[config.mk]
export PLATFORM = sky130hd
export DESIGN_NAME = signal_monitor
export DESIGN_NICKNAME = d
export VERILOG_FILES = /design/src/rtl/signal_monitor.sv
export SDC_FILE = /design/constraint.sdc
export NUM_CORES = 1
export LEC_CHECK = 0
export CORE_MARGIN = 3
export CORE_UTILIZATION = 55
export CTS_BUF_LIST = sky130_fd_sc_hd__clkbuf_2
export CTS_CLUSTER_SIZE = 30
export DETAILED_ROUTE_END_ITERATION = 10
export HOLD_SLACK_MARGIN = 0.15
export PLACE_DENSITY = 0.84
export SYNTH_ARGS = -nofsm -noshare
export SYNTH_HDL_FRONTEND = slang
export SYNTH_SLANG_ARGS = --single-unit
export TNS_END_PERCENT = 1
[constraint.sdc]
create_clock -name clk -period 1.79 [get_ports clk]
set_clock_uncertainty 0.1 [all_clocks]
set_input_delay 0.179 -clock clk [delete_from_list [all_inputs] [get_ports clk]]
set_output_delay 0.179 -clock clk [all_outputs]
set_load 0.01 [all_outputs]
[src/rtl/signal_monitor.sv]
// Output-side conflict monitor: registers the two light codes onto the lamps,
// and latches a sticky fault with flashing red until acknowledged and all-red is seen.
module signal_monitor #(
  parameter int Y2R_MIN   = 3,
  parameter int R2G_MIN   = 2,
  parameter int FLASH_DIV = 4
) (
  input  logic       clk,
  input  logic       clr,
  input  logic [1:0] highway,
  input  logic [1:0] country,
  input  logic       ack,
  output logic [1:0] lamp_hw,
  output logic [1:0] lamp_ct,
  output logic       fault,
  output logic [2:0] fault_code
);

  localparam logic [1:0] RED    = 2'd0;
  localparam logic [1:0] YELLOW = 2'd1;
  localparam logic [1:0] GREEN  = 2'd2;
  localparam logic [1:0] DARK   = 2'd3;

  localparam int         FW         = (FLASH_DIV > 1) ? $clog2(FLASH_DIV) : 1;
  localparam logic [FW-1:0] FLASH_LAST = FW'(FLASH_DIV - 1);
  localparam logic [7:0] Y2R_MIN_C  = 8'(Y2R_MIN);
  localparam logic [7:0] R2G_MIN_C  = 8'(R2G_MIN);

  typedef enum logic [1:0] {S_MON, S_FAULT, S_RECOVER} state_t;

  state_t        r_state, w_state_nxt;
  logic [1:0]    r_prev_hw, r_prev_ct;
  logic [7:0]    r_dwell_hw, r_dwell_ct, r_allred;
  logic [7:0]    w_dwell_hw_nxt, w_dwell_ct_nxt, w_allred_nxt;
  logic [1:0]    r_lamp_hw, r_lamp_ct, w_lamp_hw_nxt, w_lamp_ct_nxt;
  logic          r_fault, w_fault_nxt;
  logic [2:0]    r_code, w_code_nxt, w_chk_code;
  logic [FW-1:0] r_flash_cnt, w_flash_cnt_nxt;
  logic          r_phase, w_phase_nxt;
  logic          w_conflict, w_illegal, w_bad_seq, w_short_y, w_short_c;

  function automatic logic [7:0] sat_inc(input logic [7:0] v);
    return (v == 8'hFF) ? v : v + 8'd1;
  endfunction

  function automatic logic bad_step(input logic [1:0] p, input logic [1:0] c);
    return (p == GREEN && c == RED) || (p == YELLOW && c == GREEN) ||
           (p == RED && c == YELLOW);
  endfunction

  always_comb begin
    w_dwell_hw_nxt = (highway != r_prev_hw) ? 8'd1 : sat_inc(r_dwell_hw);
    w_dwell_ct_nxt = (country != r_prev_ct) ? 8'd1 : sat_inc(r_dwell_ct);
    w_allred_nxt   = (highway == RED && country == RED) ? sat_inc(r_allred) : 8'd0;
  end

  // Checks compare the presented codes against history of earlier cycles only.
  always_comb begin
    w_conflict = (highway != RED) && (country != RED);
    w_illegal  = (highway == DARK) || (country == DARK);
    w_bad_seq  = bad_step(r_prev_hw, highway) || bad_step(r_prev_ct, country);
    w_short_y  = (r_prev_hw == YELLOW && highway == RED && r_dwell_hw < Y2R_MIN_C) ||
                 (r_prev_ct == YELLOW && country == RED && r_dwell_ct < Y2R_MIN_C);
    w_short_c  = ((r_prev_hw == RED && highway == GREEN) ||
                  (r_prev_ct == RED && country == GREEN)) && (r_allred < R2G_MIN_C);
    w_chk_code = 3'd0;
    if (w_conflict)     w_chk_code = 3'd1;
    else if (w_illegal) w_chk_code = 3'd2;
    else if (w_bad_seq) w_chk_code = 3'd3;
    else if (w_short_y) w_chk_code = 3'd4;
    else if (w_short_c) w_chk_code = 3'd5;
  end

  always_comb begin
    w_state_nxt     = r_state;
    w_lamp_hw_nxt   = r_lamp_hw;
    w_lamp_ct_nxt   = r_lamp_ct;
    w_fault_nxt     = r_fault;
    w_code_nxt      = r_code;
    w_flash_cnt_nxt = r_flash_cnt;
    w_phase_nxt     = r_phase;
    case (r_state)
      S_MON: begin
        w_lamp_hw_nxt = highway;
        w_lamp_ct_nxt = country;
        if (w_chk_code != 3'd0) begin
          w_state_nxt     = S_FAULT;
          w_code_nxt      = w_chk_code;
          w_fault_nxt     = 1'b1;
          w_lamp_hw_nxt   = RED;
          w_lamp_ct_nxt   = RED;
          w_flash_cnt_nxt = '0;
          w_phase_nxt     = 1'b0;
        end
      end
      S_FAULT: begin
        if (ack) begin
          w_state_nxt   = S_RECOVER;
          w_lamp_hw_nxt = RED;
          w_lamp_ct_nxt = RED;
        end else if (r_flash_cnt == FLASH_LAST) begin
          w_flash_cnt_nxt = '0;
          w_phase_nxt     = ~r_phase;
          w_lamp_hw_nxt   = r_phase ? RED : DARK;
          w_lamp_ct_nxt   = r_phase ? RED : DARK;
        end else begin
          w_flash_cnt_nxt = r_flash_cnt + FW'(1);
          w_lamp_hw_nxt   = r_phase ? DARK : RED;
          w_lamp_ct_nxt   = r_phase ? DARK : RED;
        end
      end
      S_RECOVER: begin
        w_lamp_hw_nxt = RED;
        w_lamp_ct_nxt = RED;
        // Uses the count including this cycle so exit lands on the R2G_MIN-th all-red edge.
        if (w_allred_nxt >= R2G_MIN_C) begin
          w_state_nxt   = S_MON;
          w_fault_nxt   = 1'b0;
          w_code_nxt    = 3'd0;
          w_lamp_hw_nxt = highway;
          w_lamp_ct_nxt = country;
        end
      end
      default: w_state_nxt = S_MON;
    endcase
  end

  always_ff @(posedge clk) begin
    if (clr) begin
      r_state     <= S_MON;
      r_prev_hw   <= RED;
      r_prev_ct   <= RED;
      r_dwell_hw  <= 8'd0;
      r_dwell_ct  <= 8'd0;
      r_allred    <= R2G_MIN_C;
      r_lamp_hw   <= RED;
      r_lamp_ct   <= RED;
      r_fault     <= 1'b0;
      r_code      <= 3'd0;
      r_flash_cnt <= '0;
      r_phase     <= 1'b0;
    end else begin
      r_state     <= w_state_nxt;
      r_prev_hw   <= highway;
      r_prev_ct   <= country;
      r_dwell_hw  <= w_dwell_hw_nxt;
      r_dwell_ct  <= w_dwell_ct_nxt;
      r_allred    <= w_allred_nxt;
      r_lamp_hw   <= w_lamp_hw_nxt;
      r_lamp_ct   <= w_lamp_ct_nxt;
      r_fault     <= w_fault_nxt;
      r_code      <= w_code_nxt;
      r_flash_cnt <= w_flash_cnt_nxt;
      r_phase     <= w_phase_nxt;
    end
  end

  assign lamp_hw    = r_lamp_hw;
  assign lamp_ct    = r_lamp_ct;
  assign fault      = r_fault;
  assign fault_code = r_code;

endmodule

==> impl_metrics.json <==
{
  "violations": "setup timing",
  "syn-num-nets": 290,
  "fp.coreArea_mm2": 0.00383,
  "h-tree-depth": 2,
  "initial_utilization": 0.596,
  "wire_per_inst_um": 14.0,
  "status": "finished with violations",
  "setup_viol": 7,
  "area_growth_pct": 30.7,
  "top_layer_used": "met4",
  "drt_iter0_markers": 100,
  "rows": 22,
  "hold_violations": 0,
  "power-per-cell-area_mw_per_mm2": 677,
  "tightest_slew_ns": 0.370,
  "place_congestion": 0.939,
  "synth_cell_type_count": 49,
  "slew_headroom": 0.752,
  "cts_buffer_depth": 2,
  "finalCritPeriodShare": 1.08,
  "chipHeight_um": 70.4,
  "drtAntennaViolNets": 0,
  "dp.cells": 386,
  "hold_class": "in -> reg",
  "synth-main-ff-cell": "dfxtp_1",
  "worst-endpoint-required_ns": 2.03,
  "yosysSeqAreaShare": 0.360,
  "final_layout_size_suffix_gt1_frac": 0.266,
  "grt_first_pass_wirelength_mm": 9.75,
  "yosys_register_bits": 41,
  "wl_met1_mm": 2.50,
  "io_buffers": 14,
  "r2r_slack_ns": -0.15,
  "critPathSlowestCell": "dfxtp_4",
  "crit_path_cell_trace": "ha_4, or2_4, a311oi_2, a211o_1, nand4_4, buf_4, a221oi_2",
  "final_core_util": 0.779,
  "fin_area_mm2": 0.00298,
  "ir_drop_v": 0.000549,
  "end_kind": "flip-flop",
  "die_area_mm2": 0.00496,
  "vias": 2246,
  "fillCellCount": 273,
  "cts_tree": "yes",
  "placed_cell_area_mm2": 0.00289,
  "rsz0062_at_grt": "yes",
  "slowest_delay_ns": 0.40,
  "layout_setup_ws_ns": -0.145,
  "grt_pass1_vias": 2259,
  "clk_pin_slew_ns": 0.21,
  "cts_root_buf": "clkbuf_2",
  "wl_mm": 5.53,
  "clk_latency_ns": 0.40,
  "cts_sinks": 41,
  "drv_slew": 0,
  "synthTopCellsByArea": "dfxtp_1, nor2_1, xor2_1",
  "fmax_mhz": 517,
  "syn_avg_cell_area_um2": 8.29,
  "synth-edff-count": 0,
  "antenna_found_initial": 0,
  "synthTopCellsByCount": "dfxtp_1, nor2_1, nand2_1",
  "synthesis.instances": 275,
  "cts_hold_buf": 0,
  "async_flop_share": 0,
  "grt_overflow": 0,
  "synth_area_mm2": 0.00228,
  "pin_count": 15,
  "startpoint_type": "flip-flop",
  "synth_top_area_cell": "dfxtp_1",
  "detailed_place_hpwl_mm": 4.24,
  "leakage_nw": 1.17,
  "final_cells": 394,
  "path_max_fanout": 4,
  "dr_wl_met3_um": 182,
  "synth_top_area_frac": 0.360,
  "grtUsageTotal": 0.237,
  "wl_met2_mm": 2.75,
  "num_antenna_cells": 0,
  "drc": 0,
  "cts_buffers": 5,
  "min_period_ns": 1.94,
  "yosysWarnings": 0,
  "chipWidth_um": 70.4,
  "fin_nets": 360,
  "grt_max_degree": 16,
  "via_per_inst": 5.70,
  "yosysMostFrequentCell": "dfxtp_1",
  "crit_arrival_ns": 2.18,
  "dr.pass1.iters": 4,
  "max_cap_violations": 0,
  "crit_type": "reg -> reg"
}
## cell families after synthesis
logic type,Yosys count,synth area share
compound gates,51,0.149
xor+xnor,16,0.0614
fa+ha+maj,8,0.0439
buf+inv,14,0.0351
flops,41,0.360
mux,5,0.0230
simple gates,140,0.328
## sequential cells by signal, indices dropped and copies added, names as in the netlist
signal       cells
r_allred         8
r_dwell_ct       8
r_dwell_hw       8
fault_code       3
lamp_ct          2
lamp_hw          2
r_flash_cnt      2
r_prev_ct        2
r_prev_hw        2
r_state          2
fault            1
r_phase          1
## power breakdown
| part | switching [W] | internal (W) |
|---|---|---|
| clock | 0.000295 | 0.0000855 |
| combinational | 0.000298 | 0.000315 |
| sequential | 0.0000449 | 0.000980 |
## metrics by stage
stage	worst slack [ns]	hold WS (ns)	TNS, ns	power [W]
floorplan	-0.0461	0.151	-0.0619	0.00138
global route	-0.229	0.292	-1.69	0.00214
detailed placement	-0.564	0.350	-7.53	0.00164
finish	-0.145	0.303	-0.727	0.00202
global placement	-0.538	0.338	-6.78	0.00161
CTS	-0.140	0.301	-0.644	0.00203
## final timing paths
kind / from / to / depth (start not counted)
setup / recovery: r_allred[1] / r_state[0] / 7
hold / removal: highway[1] / r_prev_hw[1] / 3
setup reg to reg: r_allred[1] / r_state[0] / 7
hold reg to reg: lamp_hw[1] / lamp_hw[1] / 2
## layout by cell type, fill, tap and decap left out, types with 2 or more instances in the layout
cell,instances
buf_4,55
nor2_1,36
dfxtp_1,35
nand2_1,26
a21oi_1,15
xor2_1,13
nand3_1,13
clkdlybuf4s50_1,12
o21ai_0,11
nand4_1,11
nor3_1,10
nor2b_1,10
ha_1,7
inv_1,6
and3_1,5
nor3b_1,5
clkbuf_2,5
dfxtp_2,5
nor4_1,4
xnor2_1,3
clkinv_1,3
and2_1,3
o211ai_1,3
mux2i_1,3
nand2b_1,2
a22oi_2,2
nor3b_2,2
o22ai_1,2
a31oi_1,2
a211oi_1,2
dlygate4sd2_1,2
## metal layers
metal,GRT usage,vias up
met5,0,-
met4,0.0809,0
met3,0.0460,12
met2,0.404,46
met1,0.296,1057
li1,-,1131
## worst max-delay path, delay by kind of cell (launching register included)
kind | cells | cell delay, ns
compound gates | 3 | 0.70
flops | 1 | 0.40
simple gates | 2 | 0.34
fa+ha+maj | 1 | 0.17
buf+inv | 1 | 0.17
## area by class of cell
class	instances	area, um^2	area share
repair buffers	70	562	0.188
clock inverters	3	12.5	0.00420
flip-flops and latches	41	831	0.279
inverters	7	26.3	0.00881
well taps	48	60.1	0.0201
clock buffers	5	25.0	0.00839
multi-input cells	220	1470	0.491
## timing repair
| item | 4_1_cts | 5_1_grt |
|---|---|---|
| endpoints found under the setup margin | 13 | 14 |
| setup buffers | 0 | 0 |
| gates cloned | 0 | 0 |
| pin swaps | 4 | 4 |
| resized for setup | 9 | 9 |
Power figures use the tool's default switching activity.
==> RTL edit 1: new RTL, same flow settings <==
Put one more register stage on the output `fault_code`. The value now appears one clock later. The other outputs are not delayed to match.
--- a/src/rtl/signal_monitor.sv
+++ b/src/rtl/signal_monitor.sv
@@ -158,7 +158,9 @@
   assign lamp_hw    = r_lamp_hw;
   assign lamp_ct    = r_lamp_ct;
   assign fault      = r_fault;
-  assign fault_code = r_code;
+  always_ff @(posedge clk) begin
+    fault_code <= r_code;
+  end
 
 endmodule
 
Behaviour: not the same (Yosys sat finds a counterexample within 4 cycles, from zero or initial values).
==> RTL edit 1 against the unedited design <==
The flow still finishes with violations (negative setup slack). Hold slack lost 0.14 ns. Sequential share of layout area grew 1.5 points. Sequential cell count grew 3. Power grew 19%. Die area grew 0.14%. Routed wire length grew 2.0%. Area after synthesis grew 0.16%. Design area grew 2.6%. Worst setup slack lost 0.13 ns. Final cell count shrank 3.0%. Critical endpoint is now r_state[1]. Highest routed layer unchanged.
==> RTL edit 1: results (changes against the unedited design) <==
yosys-top-cells-count: "dfxtp_1 (44), nor2_1 (27), nand2_1 (24)"
drv_slew: 0  # unchanged
root_buffer: "clkbuf_2"
routed_wl_mm: 5.64  # +2.0%
worst-path-max-fanout: 4  # unchanged
synthTopCellsByArea: "dfxtp_1 (39%), nor2_1 (4.4%), ha_1 (4.4%), xor2_1 (4.2%), nand2_1 (3.9%)"
antenna_found_initial: 0  # unchanged
syn_nets: 278  # -4.1%
hold_class: "primary input to flip-flop"
track_usage: 0.229  # -0.00786
synthFlopType: "dfxtp_1"
cts_buffer_depth: 2  # unchanged
io_buffers: 14  # unchanged
drt-pass1-iter-count: 4  # unchanged
final_nets: 348  # -3.3%
numCtsBuffers: 5  # unchanged
gp_congestion: 0.870  # -7.3%
grt_pass1_wl_mm: 9.32  # -4.4%
top_regs: "r_allred (8), r_dwell_ct (8), r_dwell_hw (8)"
status: "finished with violations"
n_fill_cell: 238  # -13%
layout_setup_ws_ns: -0.273  # -0.127 ns
violations: "negative setup slack"
grt_max_degree: 15  # -1
synthArstFlopShare: 0  # unchanged
drive_gt1_frac: 0.326  # +0.0605
yosysWarnings: 0  # unchanged
antenna_cells: 0  # unchanged
detailedPlacementHpwl_mm: 4.09  # -3.7%
clk_pin_slew_ns: 0.21  # about the same
grt_pass1_vias: 2128  # -5.8%
drtIter0Drc: 107  # +7.0%
max-vdd-ir-drop_v: 0.000515  # -6.2%
via_per_inst: 5.74  # +0.75%
clk_latency_ns: 0.42  # +0.02 ns
p_leak_uw: 0.00126  # +7.4%
route.detailed.drc: 0  # unchanged
tightest_slew_ns: 0.465  # +0.0946 ns
place_area_sq_mm: 0.00289  # -0.17%
htree_levels: 2  # unchanged
setup_viol: 13  # +6
synth.distinct_cells: 54  # +10%
synth-seq-area-share: 0.386  # +0.0257
## RTL edit 1: changes by cell type after synthesis, moves of 4 or more
cell,unedited run,this run
mux2i_1,3,8
nand3_1,14,9
nand4_1,11,7
nor2_1,37,27
nor2b_1,10,6
nor3b_1,7,2
or3_1,0,4
## RTL edit 1: cell type report
class | instances | area [sq um] | share of cell area
clock buffer | 7 | 35.0 | 0.0115
multi-input combinational | 202 | 1450 | 0.475
sequential | 44 | 898 | 0.294
clock inverter | 1 | 3.75 | 0.00123
tap | 48 | 60.1 | 0.0196
timing repair buffer | 72 | 579 | 0.189
inverter | 8 | 30.0 | 0.00982
## RTL edit 1: kinds of logic (layout without fill, tap and decap cells)
kind of cell,Yosys count,in the layout,synth area share
simple gates,126,126,0.309
compound gates,44,44,0.129
flops,44,44,0.386
buf+inv,17,88,0.0361
xor+xnor,16,16,0.0613
fa+ha+maj,8,8,0.0438
mux,8,8,0.0351
## RTL edit 1: power by group
part | leakage, uW | internal [uW] | switching [uW] | total (uW)
clock network | 0.0000306 | 104 | 312 | 417
logic | 0.000865 | 435 | 409 | 844
registers | 0.000364 | 1090 | 54.1 | 1140
total | 0.00126 | 1630 | 776 | 2400
## RTL edit 1: final timing paths
check / from / end / slack [ns] / cells after the start
max: r_allred[1] / r_state[1] / -0.27 / 7
min: country[1] / r_prev_ct[1] / 0.17 / 3
max reg2reg: r_allred[1] / r_state[1] / -0.27 / 7
min reg2reg: r_code[0] / fault_code[0] / 0.27 / 0
## RTL edit 1: worst max-delay path: stages (launching register included)
cell,delay [ns]
dfxtp_4,0.40
ha_4,0.18
and2_1,0.17
nand4_1,0.11
o311ai_2,0.14
a32o_2,0.29
or3_4,0.37
a221oi_2,0.23
## RTL edit 1: metrics by stage
step	setup WS (ns)	TNS, ns	total power, uW	cells
after floorplan	-0.199	-1.19	1650	263
after global placement	-0.709	-11.76	1930	372
after detailed placement	-0.778	-12.63	1960	372
after CTS	-0.235	-2.47	2390	381
after global routing	-0.345	-3.83	2530	382
final	-0.273	-2.75	2400	382
## RTL edit 1: timing repair
item | CTS | global route
pin swaps | 6 | 7
endpoints found under the setup margin | 16 | 19
hold endpoints to repair | 0 | 0
setup buffers | 1 | 1
gates resized for setup | 17 | 18
## RTL edit 1: routing by layer
| metal | global-route usage | part of all wire |
|---|---|---|
| met4 | 0.0894 | 0.021 |
| met5 | 0 | 0 |
| met1 | 0.286 | 0.43 |
| met3 | 0.0388 | 0.050 |
| met2 | 0.390 | 0.50 |
==> RTL edit 2: new RTL, config.mk and constraints unchanged <==
Made on the original files. Change the parameter `FLASH_DIV` from 4 to 8.
--- a/src/rtl/signal_monitor.sv
+++ b/src/rtl/signal_monitor.sv
@@ -3,7 +3,7 @@
 module signal_monitor #(
   parameter int Y2R_MIN   = 3,
   parameter int R2G_MIN   = 2,
-  parameter int FLASH_DIV = 4
+  parameter int FLASH_DIV = 8
 ) (
   input  logic       clk,
   input  logic       clr,
Behaviour: not the same (Yosys sat finds a counterexample within 10 cycles, from zero or initial values).
==> RTL edit 2 against the unedited design <==
The flow still finishes with violations (negative setup slack). Routed wire length up 3.6%. Largest cell class unchanged. Power up 33%. Non-clock buffer count unchanged. Critical endpoint is now fault_code[1]. Highest routed layer unchanged. Core utilization down 2.1 points. Area after synthesis up 3.3%. Sequential cell count up 1. Sequential power up 9.8%. Design area up 3.2%. Worst setup slack worse by 0.0027 ns.
==> RTL edit 2: results (changes against the unedited design) <==
status: "finished with violations"
violations: "negative setup slack"
layout_setup_ws_ns: -0.148  # -0.00274 ns
drtIter0Drc: 211  # +110%
track_usage: 0.239  # +0.00215
layout.nonclk_buf_frac: 0.183  # -0.00542
routed_wl_mm: 5.73  # +3.6%
max-vdd-ir-drop_v: 0.000409  # -26%
rr_worst_depth: 8  # +1
synth.distinct_cells: 54  # +10%
syn_nets: 287  # -1.0%
postCtsSetupRepairBufs: 2  # +2
cts_resized: 13  # +4
p_leak_uw: 0.00128  # +9.4%
synth-seq-area-share: 0.357  # -0.00297
synth_fa_ha_area_frac: 0.0478  # +0.00391
synthTopCellsByArea: "dfxtp_1 (36%), nor2_1 (5.1%), ha_1 (4.8%), mux2i_1 (4.2%), xor2_1 (4.1%)"
slowest_delay_ns: 0.43  # +0.03 ns
synthesis.area_sq_mm: 0.00236  # +3.3%
drive_gt1_frac: 0.297  # +0.0312
timing.hold.ws_ns: 0.135  # -0.168 ns
clk_latency_ns: 0.42  # +0.02 ns
clk_pin_slew_ns: 0.23  # +0.02 ns
place_ws_ns: -0.472  # +0.0919 ns
synth_cells: 271  # -1.5%
p_int_uw: 1790  # +29%
synth_compound_gate_area_share: 0.160  # +0.0112
clock-sinks: 42  # +2.4%
grt_max_degree: 14  # -2
seq_area_sq_um: 853  # +2.7%
combinationalPowerShare: 0.373  # +0.069
worst-path-max-fanout: 5  # +1
tightest_slew_ns: 0.464  # +0.0937 ns
setup_tns_ns: -0.800  # -0.0732 ns
sh_seq_area: 0.277  # -0.00129
inv_count: 6  # -1
use_met1: 0.290  # -0.00661
use_met2: 0.413  # +0.00890
comb_power_uw: 1000  # +63%
final_nets: 355  # -1.4%
setup_viol: 10  # +3
synth-xor-area-share: 0.0595  # -0.00196
RTL edit 2: cell count changes in the layout (fill, tap and decap cells not counted), sizes merged, moves of 4 or more:
cell	unedited run	this run
a21oi	15	10
a31oi	2	9
mux2i	3	10
nand4	12	7
nor2	38	32
nor2b	10	6
nor3	10	17
nor3b	7	2
RTL edit 2: routing by layer:
| layer | vias to the layer above | routed length (microns) |
|---|---|---|
| met2 | 67 | 2810 |
| met3 | 19 | 296 |
| met5 | - | 0 |
| met4 | 0 | 138 |
| met1 | 1081 | 2480 |
| li1 | 1116 | - |
RTL edit 2: worst max-delay path by stage:
stage	startpoint	slack [ns]	to	cells after the start
global route	r_allred[0]	-0.25	fault_code[1]	8
global placement	country[1]	-0.42	r_state[1]	8
finish	r_allred[1]	-0.15	fault_code[1]	8
floorplan	r_allred[1]	-0.04	fault_code[0]	7
detailed placement	country[1]	-0.47	r_flash_cnt[1]	7
CTS	r_allred[1]	-0.14	r_state[0]	9
